### config.mk
export PLATFORM = sky130hd
export DESIGN_NAME = sym_slicer_4ask_flat
export DESIGN_NICKNAME = d
export VERILOG_FILES = /design/src/rtl/sym_slicer_4ask_if.sv /design/src/rtl/sym_slicer_4ask.sv /design/src/flat_wrapper.sv
export SDC_FILE = /design/constraint.sdc
export NUM_CORES = 1
export LEC_CHECK = 0
export ABC_AREA = 0
export CORE_ASPECT_RATIO = 2
export CORE_MARGIN = 5
export CORE_UTILIZATION = 40
export DETAILED_ROUTE_END_ITERATION = 8
export SLEW_MARGIN = 0
export SYNTH_ARGS = -nofsm -noshare
export SYNTH_HDL_FRONTEND = slang
export SYNTH_SLANG_ARGS = --single-unit
### constraint.sdc
create_clock -name sys_clk -period 7 [get_ports sys_clk]
set_input_delay 2.1 -clock sys_clk [delete_from_list [all_inputs] [get_ports sys_clk]]
set_output_delay 2.1 -clock sys_clk [all_outputs]
set_load 0.01 [all_outputs]
### src/rtl/sym_slicer_4ask_if.sv
// Sample/decision bundle between the matched filter, the 4-ASK slicer and
// its downstream consumers.
interface sym_slicer_4ask_if #(
  parameter int WIDTH = 18
);
  logic                    sam_clk_en;
  logic [1:0]              phase;
  logic                    freeze;
  logic signed [WIDTH-1:0] x_in;
  logic                    sym_valid;
  logic [1:0]              dec;
  logic signed [WIDTH-1:0] err;
  logic [WIDTH-1:0]        ref_level;
  logic                    ref_valid;

  modport master (
    output sam_clk_en, phase, freeze, x_in,
    input  sym_valid, dec, err, ref_level, ref_valid
  );

  modport slave (
    input  sam_clk_en, phase, freeze, x_in,
    output sym_valid, dec, err, ref_level, ref_valid
  );
endinterface

### src/rtl/sym_slicer_4ask.sv
// Picks one 1s17 sample per symbol, slices it to 4-ASK against a running
// mean of |x| and reports the signed slicer error.
module sym_slicer_4ask #(
  parameter int               WIDTH    = 18,
  parameter int               ACC_LOG2 = 7,
  parameter logic [WIDTH-1:0] INIT_REF = WIDTH'(32768)
) (
  input logic               sys_clk,
  input logic               reset_n,
  sym_slicer_4ask_if.slave  bus
);
  localparam int XW = WIDTH + 2;
  localparam int AW = WIDTH + ACC_LOG2;
  localparam logic signed [XW-1:0]  ERR_MAX = {3'b000, {(WIDTH-1){1'b1}}};
  localparam logic signed [XW-1:0]  ERR_MIN = {3'b111, {(WIDTH-1){1'b0}}};
  localparam logic [WIDTH-1:0]      ABS_MAX = {1'b0, {(WIDTH-1){1'b1}}};
  localparam logic signed [WIDTH-1:0] X_MIN = {1'b1, {(WIDTH-1){1'b0}}};

  logic [1:0]              samp_cnt;
  logic                    capture;
  logic                    proc;
  logic signed [WIDTH-1:0] x_sym;

  logic [AW-1:0]           acc;
  logic [ACC_LOG2-1:0]     sym_cnt;
  logic [WIDTH-1:0]        ref_level_q;
  logic                    ref_valid_q;
  logic                    sym_valid_q;
  logic [1:0]              dec_q;
  logic signed [WIDTH-1:0] err_q;

  logic signed [XW-1:0]    xs, rs, half, ideal, diff;
  logic [WIDTH-1:0]        abs_x;
  logic [1:0]              dec_c;
  logic signed [WIDTH-1:0] err_c;
  logic [AW-1:0]           acc_sum;
  logic [WIDTH-1:0]        new_ref;

  // samp_cnt free-runs on the strobe, so a phase change only moves the pick point.
  assign capture = bus.sam_clk_en && (samp_cnt == bus.phase);

  // NOTE: state registers use non-blocking assignments so every flop samples
  // pre-edge values, regardless of statement order.
  always_ff @(posedge sys_clk or negedge reset_n) begin
    if (!reset_n) begin
      samp_cnt <= '0;
      x_sym    <= '0;
      proc     <= 1'b0;
    end else begin
      if (bus.sam_clk_en) samp_cnt <= samp_cnt + 2'd1;
      if (capture)        x_sym    <= bus.x_in;
      proc <= capture;
    end
  end

  // NOTE: every output of this block gets a default first so no path can
  // leave a value unassigned and infer a latch.
  always_comb begin
    abs_x   = '0;
    dec_c   = '0;
    ideal   = '0;
    diff    = '0;
    err_c   = '0;
    xs      = {{2{x_sym[WIDTH-1]}}, x_sym};
    rs      = {2'b00, ref_level_q};
    half    = {3'b000, ref_level_q[WIDTH-1:1]};

    if (x_sym == X_MIN)      abs_x = ABS_MAX;
    else if (x_sym[WIDTH-1]) abs_x = (~x_sym) + WIDTH'(1);
    else                     abs_x = x_sym;

    if (xs < -rs) begin
      dec_c = 2'b00;
      ideal = -(rs + half);
    end else if (xs < 0) begin
      dec_c = 2'b01;
      ideal = -half;
    end else if (xs < rs) begin
      dec_c = 2'b10;
      ideal = half;
    end else begin
      dec_c = 2'b11;
      ideal = rs + half;
    end

    diff = xs - ideal;
    if (diff > ERR_MAX)      err_c = ERR_MAX[WIDTH-1:0];
    else if (diff < ERR_MIN) err_c = ERR_MIN[WIDTH-1:0];
    else                     err_c = diff[WIDTH-1:0];

    acc_sum = acc + AW'(abs_x);
    new_ref = WIDTH'(acc_sum >> ACC_LOG2);
  end

  always_ff @(posedge sys_clk or negedge reset_n) begin
    if (!reset_n) begin
      sym_valid_q <= 1'b0;
      dec_q       <= '0;
      err_q       <= '0;
    end else begin
      sym_valid_q <= proc;
      if (proc) begin
        dec_q <= dec_c;
        err_q <= err_c;
      end
    end
  end

  // The completing symbol was already sliced above with the old reference.
  always_ff @(posedge sys_clk or negedge reset_n) begin
    if (!reset_n) begin
      acc         <= '0;
      sym_cnt     <= '0;
      ref_level_q <= INIT_REF;
      ref_valid_q <= 1'b0;
    end else if (proc && !bus.freeze) begin
      sym_cnt <= sym_cnt + ACC_LOG2'(1);
      if (&sym_cnt) begin
        acc         <= '0;
        ref_valid_q <= 1'b1;
        if (new_ref != '0) ref_level_q <= new_ref;
      end else begin
        acc <= acc_sum;
      end
    end
  end

  assign bus.sym_valid = sym_valid_q;
  assign bus.dec       = dec_q;
  assign bus.err       = err_q;
  assign bus.ref_level = ref_level_q;
  assign bus.ref_valid = ref_valid_q;
endmodule

### src/flat_wrapper.sv
// flat-port wrapper written by rule: the top's interface ports become plain ports
module sym_slicer_4ask_flat 
#(
  parameter int               WIDTH    = 18,
  parameter int               ACC_LOG2 = 7,
  parameter logic [WIDTH-1:0] INIT_REF = WIDTH'(32768)
)
  (sys_clk, reset_n, bus_sam_clk_en, bus_phase, bus_freeze, bus_x_in, bus_sym_valid, bus_dec, bus_err, bus_ref_level, bus_ref_valid);
  sym_slicer_4ask_if #(.WIDTH(WIDTH)) bus_i ();
  input logic sys_clk;
  input logic reset_n;
  input wire logic [$bits(bus_i.sam_clk_en)-1:0] bus_sam_clk_en;
  input wire logic [$bits(bus_i.phase)-1:0] bus_phase;
  input wire logic [$bits(bus_i.freeze)-1:0] bus_freeze;
  input wire logic [$bits(bus_i.x_in)-1:0] bus_x_in;
  output wire logic [$bits(bus_i.sym_valid)-1:0] bus_sym_valid;
  output wire logic [$bits(bus_i.dec)-1:0] bus_dec;
  output wire logic [$bits(bus_i.err)-1:0] bus_err;
  output wire logic [$bits(bus_i.ref_level)-1:0] bus_ref_level;
  output wire logic [$bits(bus_i.ref_valid)-1:0] bus_ref_valid;
  assign bus_i.sam_clk_en = bus_sam_clk_en;
  assign bus_i.phase = bus_phase;
  assign bus_i.freeze = bus_freeze;
  assign bus_i.x_in = bus_x_in;
  assign bus_sym_valid = bus_i.sym_valid;
  assign bus_dec = bus_i.dec;
  assign bus_err = bus_i.err;
  assign bus_ref_level = bus_i.ref_level;
  assign bus_ref_valid = bus_i.ref_valid;
  sym_slicer_4ask #(.WIDTH(WIDTH), .ACC_LOG2(ACC_LOG2), .INIT_REF(INIT_REF)) u_core (.sys_clk(sys_clk), .reset_n(reset_n), .bus(bus_i));
endmodule
Word level (Yosys, flattened, before mapping)
Cells that the tools add are included.
- bits in registers: 93
- output and inout port bits: 40
- word-level logic and storage cells: 45
- $add $sub $neg: 9
- order comparisons: 5
- equal/unequal tests: 2
- multiplexer cells: 11
- bitwise operators: 1
- reductions and logical operators: 7
- operators with widths (operator ; number):
    two-way mux 18 bit ; 4
    two-way mux 20 bit ; 3
    adder 25 x 18 -> 25 bit ; 1
    two-way mux 25 bit ; 1
    greater-than comparator 20 x 18 -> 1 bit (second input constant) ; 1
    < comparator 18 x 20 -> 1 bit ; 1
    < comparator 20 x 18 -> 1 bit (second input constant) ; 1
    negation 17 -> 20 bit ; 1
    negation 18 -> 20 bit ; 1
    negation 20 bit ; 1
    subtractor 18 x 20 -> 20 bit ; 1
    adder 18 x 17 -> 19 bit ; 1
    < comparator 18 x 19 -> 1 bit ; 1
    adder 18 x 2 -> 18 bit (second input constant) ; 1
    equality test 18 bit (second input constant) ; 1
    < comparator 18 x 1 -> 1 bit (second input constant) ; 1
    NOT 18 bit ; 1
    nonzero test 18 bit ; 1
    AND reduction 9 bit ; 1
    AND reduction 8 bit ; 1
    adder 7 x 1 -> 7 bit (second input constant) ; 1
    AND reduction 7 bit ; 1
    two-way mux 2 bit ; 2
    adder 2 x 1 -> 2 bit (second input constant) ; 1
    other kinds (4) ; 5

Logic depth before layout (Yosys ltp)
Gate-level depths: netlist (run 1).
- word-level depth: 8
- depth in mapped cells: 33
- gate-level depth less buffers: 31

Worst setup path before layout (run 1)
OpenSTA, ideal clock, no wires.
- kind: register to register
- from: register u_core.ref_level_q[2], in the netlist u_core.bus.ref_level[2]
- to: register u_core.err_q[11], in the netlist u_core.bus.err[11]
- library setup time: 0.066 ns
- arrival time: 6.641 ns
- path slack: 0.292 ns
- cell stages (with the launch flop): 32
- period minus slack after synthesis: 6.708 ns
- cells stage by stage: dfrtp_1 -> inv_1 -> ha_1 -> and3_1 -> and3_1 -> clkbuf_1 -> nand4_1 -> nor3_1 -> nand2b_1 -> ha_1 -> nand4_1 -> nor2_1 -> nand3_1 -> o21bai_1 -> or3b_2 -> o21ai_1 -> clkbuf_1 -> clkbuf_1 -> o21ai_0 -> ha_1 -> o21a_1 -> o21ai_0 -> a21oi_1 -> o31ai_1 -> a211o_1 -> a311oi_1 -> a21o_1 -> a21oi_1 -> or4_4 -> a31oi_4 -> buf_6 -> a221o_1
- cells in the longest elaborated chain, start to end: 8
- ends and longest elaborated chain (what ; line ; text):
    start, declared ; sym_slicer_4ask.sv:26 ; logic [WIDTH-1:0] ref_level_q;
    start signal, assigned ; sym_slicer_4ask.sv:121 ; if (new_ref != '0) ref_level_q <= new_ref;
    branches (longest 3 deep; another with negation 20 bit) ; -- ;
    two-way mux 20 bit * ; sym_slicer_4ask.sv:72 ; if (xs < -rs) begin
    subtractor 18 x 20 -> 20 bit * ; sym_slicer_4ask.sv:86 ; diff = xs - ideal;
    < comparator 20 x 18 -> 1 bit ; sym_slicer_4ask.sv:88 ; else if (diff < ERR_MIN) err_c = ERR_MIN[WIDTH-1:0];
    two-way mux 18 bit ; sym_slicer_4ask.sv:88 ;
    two-way mux 18 bit * ; sym_slicer_4ask.sv:87 ; if (diff > ERR_MAX) err_c = ERR_MAX[WIDTH-1:0];
    end signal, assigned ; sym_slicer_4ask.sv:104 ; err_q <= err_c;
    end, declared ; sym_slicer_4ask.sv:30 ; logic signed [WIDTH-1:0] err_q;
Mark *: on every way between the ends.
A chain may end at the register's enable or synchronous reset.

Worst setup path after layout (run 1)
- from: register u_core.ref_level_q[2], in the netlist u_core.bus.ref_level[2]
- to: register u_core.err_q[5], in the netlist u_core.bus.err[5]
The elaborated chain is that of the path after synthesis.

==> results of run 1 <==
-- stage by stage --
| stage | total power, mW | utilization [%] | hold slack, ps | area [um2] | setup WS, ps |
|---|---|---|---|---|---|
| global placement | 4.624 | 46.26 | 449.5 | 10700 | 334.6 |
| finish | 5.192 | 47.64 | 466.7 | 11020 | 465.6 |
| global route | 5.681 | 47.64 | 490.9 | 11020 | 10.15 |
| detailed placement | 4.660 | 46.26 | 451.3 | 10700 | 78.56 |
| CTS | 5.169 | 47.44 | 472.0 | 10970 | 43.40 |
| floorplan | 3.447 | - | 456.3 | 9324 | 292.2 |
-- flip-flops by register name, summed over array words and instances, names as in the netlist --
| name | cells |
|---|---|
| u_core.acc | 25 |
| u_core.bus.err | 18 |
| u_core.bus.ref_level | 18 |
| u_core.x_sym | 18 |
| u_core.sym_cnt | 7 |
| u_core.bus.dec | 2 |
| u_core.samp_cnt | 2 |
| u_core.bus.ref_valid | 1 |
| u_core.bus.sym_valid | 1 |
| u_core.proc | 1 |
-- power by group --
part / internal (mW) / switching [mW]
Combinational: 1.69 / 2.12
Clock: 0.242 / 0.245
Sequential: 0.717 / 0.174
-- cells by family (layout without fill, tap and decap cells) --
kind of cell	count (synthesis)	count (layout)	share of synthesized area (%)
xor gates and xnor gates	111	111	10.43
and+or+nand+nor	379	379	19.27
muxes	22	22	2.483
AOI/OAI and AO/OA	319	319	23.46
buffers and inverters	91	199	3.851
DFF	93	93	24.97
adders and majority gates	114	114	15.54
-- path summary, 6_finish.rpt --
| check | end | slack, ps | cells past startpoint |
|---|---|---|---|
| setup reg to reg | u_core.bus.err[5] | 470 | 34 |
| hold reg to reg | u_core.bus.ref_valid | 470 | 1 |
| min in group asynchronous | u_core.samp_cnt[0] | 1670 | 1 |
| hold / removal | u_core.bus.ref_valid | 470 | 1 |
| max in group asynchronous | u_core.sym_cnt[4] | 4130 | 2 |
| setup / recovery | u_core.bus.err[5] | 470 | 34 |
-- layout make-up --
| class | count | area (um2) |
|---|---|---|
| Multi-Input combinational cell | 945 | 6674 |
| Clock inverter | 6 | 47.55 |
| Clock buffer | 9 | 225.2 |
| Fill cell | 2350 | 12110 |
| Inverter | 49 | 183.9 |
| Tap cell | 283 | 354.1 |
| Timing Repair Buffer | 135 | 1206 |
| Sequential cell | 93 | 2328 |
-- placed cells by master, fill, tap and decap left out, types with 4 or more instances in the layout --
cell type                         netlist  final
sky130_fd_sc_hd__a31oi_1                5      4
sky130_fd_sc_hd__inv_1                 48     48
sky130_fd_sc_hd__mux2_2                 9      9
sky130_fd_sc_hd__nand3b_1               5      5
sky130_fd_sc_hd__o21ai_0               70     70
sky130_fd_sc_hd__and4_1                 6      6
sky130_fd_sc_hd__o21bai_1               7      7
sky130_fd_sc_hd__xor2_1                33     33
sky130_fd_sc_hd__ha_1                 111    111
sky130_fd_sc_hd__nor3_1                21     19
sky130_fd_sc_hd__nand2b_1              12     12
sky130_fd_sc_hd__a21o_1                25     25
sky130_fd_sc_hd__a221o_1               19     19
sky130_fd_sc_hd__or2_2                  5      5
sky130_fd_sc_hd__or3_1                 12     12
sky130_fd_sc_hd__a211o_1                4      4
sky130_fd_sc_hd__a21oi_1               74     74
sky130_fd_sc_hd__o41ai_1                4      4
sky130_fd_sc_hd__a211oi_1              21     21
sky130_fd_sc_hd__and3_1                 8      7
sky130_fd_sc_hd__o211ai_1               7      7
sky130_fd_sc_hd__clkbuf_16              0      9
sky130_fd_sc_hd__nor4_1                 6      6
sky130_fd_sc_hd__nand3_1               29     29
sky130_fd_sc_hd__buf_4                  0     70
sky130_fd_sc_hd__and2_1                 4      4
sky130_fd_sc_hd__nor2b_1               11     11
sky130_fd_sc_hd__clkdlybuf4s50_1        0     62
sky130_fd_sc_hd__o21a_1                13     13
sky130_fd_sc_hd__xnor2_1               78     78
sky130_fd_sc_hd__o31ai_1               10     10
sky130_fd_sc_hd__o22ai_1                7      7
sky130_fd_sc_hd__a22o_1                13     13
sky130_fd_sc_hd__dfrtp_1               92     92
sky130_fd_sc_hd__mux2i_1               13     13
sky130_fd_sc_hd__nand4_1                8      8
sky130_fd_sc_hd__nand2_1              163    163
sky130_fd_sc_hd__nor2_1                71     71
-- critical path: cells and delay by family, from the launching register on --
family / cells / cell delay, ps
AO/OA/AOI/OAI: 12 / 1870
adder cells (fa/ha/maj): 4 / 1120
buffers and inverters: 5 / 920
flip-flops: 1 / 380
AND/OR/NAND/NOR: 13 / 2120
-- metal layers --
metal  routed length (um)  track usage [%]  share of wire (%)
met4                 1966            14.30                6.7
met3                  681            2.431                2.3
met2                16290            43.76                 56
met1                10350            21.53                 35
met5                    0                0                  0
-- repair_timing --
action / 4_1_cts / 5_1_grt
setup buffers: 0 / 1
endpoints found under the setup margin: 0 / 17
resized for setup: 0 / 8
==> Implementation_results.wiki, run 1 <==
{| class="wikitable"
! Metric !! Value
|-
| Initial cell density of the core || 40.31%
|-
| Clock Latency Late Sink || between 300 and 400 ps
|-
| Total via count after detailed routing || 8753
|-
| Cts hold-fix bufs || 0
|-
| Detail Route Antenna Nets || 0
|-
| Synth Register Bits || between 90 and 100
|-
| Status || complete, no violations
|-
| Syn Nets || 1267
|-
| Pre-Repair DR Iteration Count || 6
|-
| Max-slew violations || 0
|-
| Proportion of netlist area held by the largest area contributor || about 25%
|-
| Placement Rows || a little under 80
|-
| Primary flip-flop cell chosen by synthesis mapping || sky130_fd_sc_hd__dfrtp_1
|-
| Worst relative slew slack || 26.43%
|-
| Actual transition at the worst max-transition pin || ~1100 ps
|-
| Chip height || between 200 and 250 um
|-
| Clk slew on worst S/H paths || 70 ps
|-
| Number of buffers inserted by port buffering || 63
|-
| Element type at the critical path start || flop
|-
| Post-Synthesis Cells || 1129
|-
| Setup Skew || roughly 11 ps
|-
| Number of sinks handled by clock tree synthesis || just over 90
|-
| Synth warn || 0
|-
| Avg Vias per Cell || 5.759
|-
| Number of buffers created by CTS || 9
|-
| Maximum clock frequency || around 150 MHz
|-
| Number of nets in the layout || 1371
|-
| RSZ-0062 raised after global routing || false
|-
| Crit path capture type || flop
|-
| Count of different cell masters after synthesis || 81
|-
| Initial antenna violation count || 0
|-
| Pin count of the biggest net entering global routing || 59
|-
| TritonCTS clock tree || yes
|-
| Maximum number of buffers from clock root to sink || 2
|-
| Non-filler cells, final || between 1500 and 2000
|-
| Leakage || 4.930 nW
|-
| Standard cell core area || 23130 um2
|-
| WP data arrival || 6840 ps
|-
| Clock period minus worst slack || 6534 ps
|-
| Post-DP HPWL || 23870 um
|-
| Critical Path Start || u_core.bus.ref_level[2]
|-
| Die Area || between 20000 and 30000 um2
|-
| Post-synth EDFFs || 0
|-
| Final hold viol count || 0
|-
| Global-route wire length before repair || between 40000 and 50000 um
|-
| Cell with the most instances after synthesis || sky130_fd_sc_hd__nand2_1
|-
| Number of antenna cells inserted || 0
|-
| Worst path required time || about 7300 ps
|-
| Routability-driven placement congestion ratio || 0.9354
|-
| Sum of negative setup slack || 0 ps
|-
| Final WL || about 29000 um
|-
| Cell taking the most area after synthesis || sky130_fd_sc_hd__dfrtp_1
|-
| Path type of the worst setup path || reg2reg
|-
| Cell types with the highest counts after synthesis || sky130_fd_sc_hd__nand2_1, sky130_fd_sc_hd__ha_1, sky130_fd_sc_hd__dfrtp_1, sky130_fd_sc_hd__xnor2_1, sky130_fd_sc_hd__a21oi_1
|-
| Drc violations || 0
|-
| Cell at the root of the clock tree || sky130_fd_sc_hd__clkbuf_16
|-
| Fraction of synthesis flops using an asynchronous set or reset pin || 100.0%
|-
| Critical-path top delay cell || sky130_fd_sc_hd__or3b_2
|-
| Peak fanout along the critical path || 17
|-
| Seq/Total Area, Yosys || roughly 25%
|-
| Area growth syn-to-layout || 18.18%
|-
| Die width || roughly 120 um
|-
| Largest cells by area after synthesis || sky130_fd_sc_hd__dfrtp_1, sky130_fd_sc_hd__ha_1, sky130_fd_sc_hd__xnor2_1, sky130_fd_sc_hd__nand2_1, sky130_fd_sc_hd__a21oi_1
|-
| I/O pins || 64
|-
| Final setup violating endpoints || 0
|-
| Tightest Hold Check Type || reg2reg
|-
| Vias in the first global route || 9101
|-
| Worst stage delay on the critical path || 450 ps
|-
| WL/cell || slightly below 20 um
|-
| Number of maximum-capacitance violations || 0
|-
| Portion of the clock cycle consumed by the worst path in the final layout || between 90% and 100%
|-
| Worst Hold Launch || u_core.bus.ref_valid
|-
| Number of levels the H-tree was split into || 3
|-
| Power Dens Cells || roughly 470 nW/um2
|-
| Total instance count after detailed placement || 1504
|-
| Total Routing Usage GR || 22.27%
|-
| Initial drt markers || 348
|-
| Area of the mapped netlist || 9324 um2
|-
| Layout cell share with drive strength beyond 1 || 10.27%
|-
| Leftover overflow at the end of global routing || 0
|-
| Worst ir drop on vdd || between 0.2 and 0.3 mV
|-
| Syn avg cell area || between 8 and 9 um2
|-
| Reg2Reg Launch Point || u_core.bus.ref_level[2]
|}
Power figures use the tool's default switching activity.
==> inputs of run 2 (changes only) <==
--- a/config.mk
+++ b/config.mk
@@ -9,6 +9,7 @@
 export CORE_ASPECT_RATIO = 2
 export CORE_MARGIN = 5
 export CORE_UTILIZATION = 40
+export CTS_CLUSTER_SIZE = 12
 export DETAILED_ROUTE_END_ITERATION = 8
 export SLEW_MARGIN = 0
 export SYNTH_ARGS = -nofsm -noshare
==> results of run 2 <==
Final layout, timing and power as in run 1 (identical DEF).
==> inputs of run 3 (changes only) <==
--- a/config.mk
+++ b/config.mk
@@ -7,8 +7,8 @@
 export LEC_CHECK = 0
 export ABC_AREA = 0
 export CORE_ASPECT_RATIO = 2
-export CORE_MARGIN = 5
 export CORE_UTILIZATION = 40
+export CTS_CLUSTER_DIAMETER = 120
 export CTS_CLUSTER_SIZE = 12
 export DETAILED_ROUTE_END_ITERATION = 8
 export SLEW_MARGIN = 0
==> run 3 against run 2 <==
  * The flow now finishes with violations (max-capacitance violations, max-slew violations)
  * Via count rose by 0.11%
  * Die area down 10%
  * First-iteration DRC count up 0.86%
  * Power is 4.2% higher
  * Critical path depth down 9
  * Wire length grew 0.85%
  * Utilization rose by 1.5 points
  * Setup slack got worse by 180 ps
  * Sequential cell count is the same
  * Clock power rose by 8.4%
  * Highest routed layer unchanged
==> Implementation_results.wiki, run 3 (same netlist as run 1, synthesis figures left out) <==
{| class="wikitable"
! Metric !! Value
|-
| Die Area || 23960 um2 (was 26650 um2)
|-
| Total instance count after detailed placement || 1512 (was 1504)
|-
| Switch share || 48.33% (was 48.95%)
|-
| Leftover overflow at the end of global routing || 0 (unchanged)
|-
| Reg2Reg Launch Point || u_core.bus.ref_level[16] (was u_core.bus.ref_level[2])
|-
| Drc violations || 0 (unchanged)
|-
| Number of nets in the layout || 1383 (was 1371)
|-
| Clock period minus worst slack || 6718 ps (was 6534 ps)
|-
| Detail Route Antenna Nets || 0 (unchanged)
|-
| Routability-driven placement congestion ratio || 0.9650 (was 0.9354)
|-
| Number of buffers inserted by port buffering || 63 (unchanged)
|-
| Initial cell density of the core || 41.00% (was 40.31%)
|-
| Element type at the critical path start || flop (unchanged)
|-
| Sum of negative setup slack || 0 ps (unchanged)
|-
| Max-slew violations || 1 (was 0)
|-
| Tightest Hold Check Type || reg2reg (unchanged)
|-
| Worst stage delay on the critical path || 1270 ps (was 450 ps)
|-
| Placement Rows || 78 (was 79)
|-
| Final WL || 29530 um (was 29280 um)
|-
| Actual transition at the worst max-transition pin || 1497 ps (was 1076 ps)
|-
| Worst ir drop on vdd || 0.2539 mV (was 0.2630 mV)
|-
| Standard cell core area || 22740 um2 (was 23130 um2)
|-
| Clock share of power || 9.8% (was 9.4%)
|-
| Crit path capture type || flop (unchanged)
|-
| Number of buffers created by CTS || 9 (unchanged)
|-
| Leakage || 4.997 nW (was 4.930 nW)
|-
| Initial antenna violation count || 0 (unchanged)
|-
| Total Routing Usage GR || 25.98% (was 22.27%)
|-
| Number of maximum-capacitance violations || 1 (was 0)
|-
| Power Dens Cells || 484.1 nW/um2 (was 471.1 nW/um2)
|-
| Comb power frac || 73.9% (was 73.4%)
|-
| I/O pins || 64 (unchanged)
|-
| WP data arrival || 7030 ps (was 6840 ps)
|-
| RSZ-0062 raised after global routing || false (unchanged)
|-
| Worst relative slew slack || -2.400% (was 26.43%)
|-
| Hold slack || 469.6 ps (was 466.7 ps)
|-
| Vias in the first global route || 9077 (was 9101)
|-
| Path type of the worst setup path || reg2reg (unchanged)
|-
| Chip height || 217.9 um (was 225.9 um)
|-
| Critical-path top delay cell || sky130_fd_sc_hd__a2111oi_0 (was sky130_fd_sc_hd__or3b_2)
|-
| Total via count after detailed routing || 8763 (was 8753)
|-
| WL/cell || 19.30 um (was 19.26 um)
|-
| Most common library cell in the layout ignoring fill and taps || sky130_fd_sc_hd__nand2_1 (unchanged)
|-
| Peak fanout along the critical path || 17 (unchanged)
|-
| Top library cells by usage in the layout, fill and taps aside || sky130_fd_sc_hd__nand2_1, sky130_fd_sc_hd__ha_1, sky130_fd_sc_hd__dfrtp_1 (unchanged)
|-
| Number of levels the H-tree was split into || 3 (unchanged)
|-
| Portion of the clock cycle consumed by the worst path in the final layout || 95.98% (was 93.35%)
|-
| Switching power of the nets || 2.614 mW (was 2.542 mW)
|-
| Non-filler cells, final || 1530 (was 1520)
|-
| TritonCTS clock tree || yes (unchanged)
|-
| Status || complete, but fails checks (was complete, no violations)
|-
| Violations in the final reports || max-capacitance violations, max-slew violations
|-
| Top reg by flops || u_core.acc (unchanged)
|-
| Pin count of the biggest net entering global routing || 62 (was 59)
|-
| Global-route wire length before repair || 46550 um (was 47130 um)
|-
| Number of flip-flops under the largest register name || 25 (unchanged)
|-
| Final Core Density || 49.14% (was 47.64%)
|-
| Area growth syn-to-layout || 19.85% (was 18.18%)
|-
| CP most frequent cell || sky130_fd_sc_hd__buf_4
|-
| Cell Int Power || 2.795 mW (was 2.650 mW)
|-
| Number of antenna cells inserted || 0 (unchanged)
|-
| Buffering stage count on the worst path with inverters included || 5 (unchanged)
|-
| Maximum number of buffers from clock root to sink || 2 (unchanged)
|-
| Post-DP HPWL || 23840 um (was 23870 um)
|-
| Worst path required time || 7310 ps (was 7300 ps)
|-
| Setup Skew || 13.38 ps (was 11.18 ps)
|-
| Worst Hold Launch || u_core.bus.ref_valid (unchanged)
|-
| Avg Vias per Cell || 5.727 (was 5.759)
|-
| Number of sinks handled by clock tree synthesis || 93 (unchanged)
|-
| Final setup violating endpoints || 0 (unchanged)
|-
| CP delay by family, top || compound AO/OA/AOI/OAI gates (was simple AND/OR/NAND/NOR gates)
|-
| Initial drt markers || 351 (was 348)
|-
| Pre-Repair DR Iteration Count || 6 (unchanged)
|-
| Final hold viol count || 0 (unchanged)
|-
| Die width || 110.0 um (was 118.0 um)
|-
| Clock Latency Late Sink || 380 ps (was 370 ps)
|-
| Cell at the root of the clock tree || sky130_fd_sc_hd__clkbuf_16 (unchanged)
|-
| Layout cell share with drive strength beyond 1 || 11.76% (was 10.27%)
|-
| Cts hold-fix bufs || 0 (unchanged)
|-
| Clk slew on worst S/H paths || 70 ps (about the same)
|-
| Maximum clock frequency || 148.8 MHz (was 153.0 MHz)
|-
| Sequential fraction of design power || 16.3% (was 17.2%)
|-
| Critical Path Start || u_core.bus.ref_level[16] (was u_core.bus.ref_level[2])
|}
==> run 3: changes by cell type in the layout (fill, tap and decap cells not counted), sizes merged <==
cell	change
buf	+12
bufinv	+1
clkbuf	+1
clkinv	-1
==> run 3: area by class of cell <==
| cell class | instances | area [um2] |
|---|---|---|
| inverter | 49 | 183.9 |
| clock buffer | 10 | 229.0 |
| sequential | 93 | 2328 |
| multi-input combinational | 945 | 6708 |
| fill | 2226 | 11560 |
| timing repair buffer | 147 | 1304 |
| clock inverter | 6 | 71.32 |
| tap | 280 | 350.3 |
==> run 3: path summary, 6_finish.rpt <==
kind	slack (ps)	cells after the start	to
max	280	25	u_core.bus.err[5]
min	470	1	u_core.bus.ref_valid
max reg2reg	280	25	u_core.bus.err[5]
min reg2reg	470	1	u_core.bus.ref_valid
max in group asynchronous	4140	2	u_core.x_sym[15]
min in group asynchronous	1650	1	u_core.samp_cnt[1]
==> run 3: what timing repair did <==
action | 4_1_cts | 5_1_grt
pin swaps | 0 | 4
resized for setup | 2 | 19
setup buffers | 0 | 2
setup endpoints to repair | 17 | 17
==> run 3: power by group through the flow <==
stage          clock, mW  combinational [mW]  sequential [mW]
2_1_floorplan          0                2.55            0.897
3_3_place_gp           0                3.85            0.885
3_5_place_dp           0                3.89            0.889
4_1_cts            0.540                3.93            0.879
5_1_grt            0.560                4.43            0.902
6_report           0.529                4.00            0.880
==> run 3: layer usage <==
| metal | wire length [um] | up-vias | track usage (%) |
|---|---|---|---|
| met5 | 0 | - | 0 |
| met4 | 1911 | 0 | 16.98 |
| met3 | 690 | 93 | 3.497 |
| met2 | 16670 | 181 | 50.73 |
| met1 | 10260 | 4179 | 23.80 |
| li1 | - | 4310 | - |
==> run 3: stage by stage <==
step / power [mW] / setup WS [ps] / cell area (um2)
2_1_floorplan: 3.447 / 292.2 / 9324
3_3_place_gp: 4.738 / 135.4 / 10780
3_5_place_dp: 4.782 / -152.1 / 10780
4_1_cts: 5.345 / 65.56 / 11090
5_1_grt: 5.893 / 16.18 / 11170
6_report: 5.410 / 281.7 / 11170
==> run 3: worst register-to-register path: cells and delay by family (launching register included) <==
family                   cells  cell delay [ps]
AND/OR/NAND/NOR              2              560
AO/OA/AOI/OAI               15             3680
flip-flops                   1              470
buffers and inverters        5              950
adder cells (fa/ha/maj)      3             1000
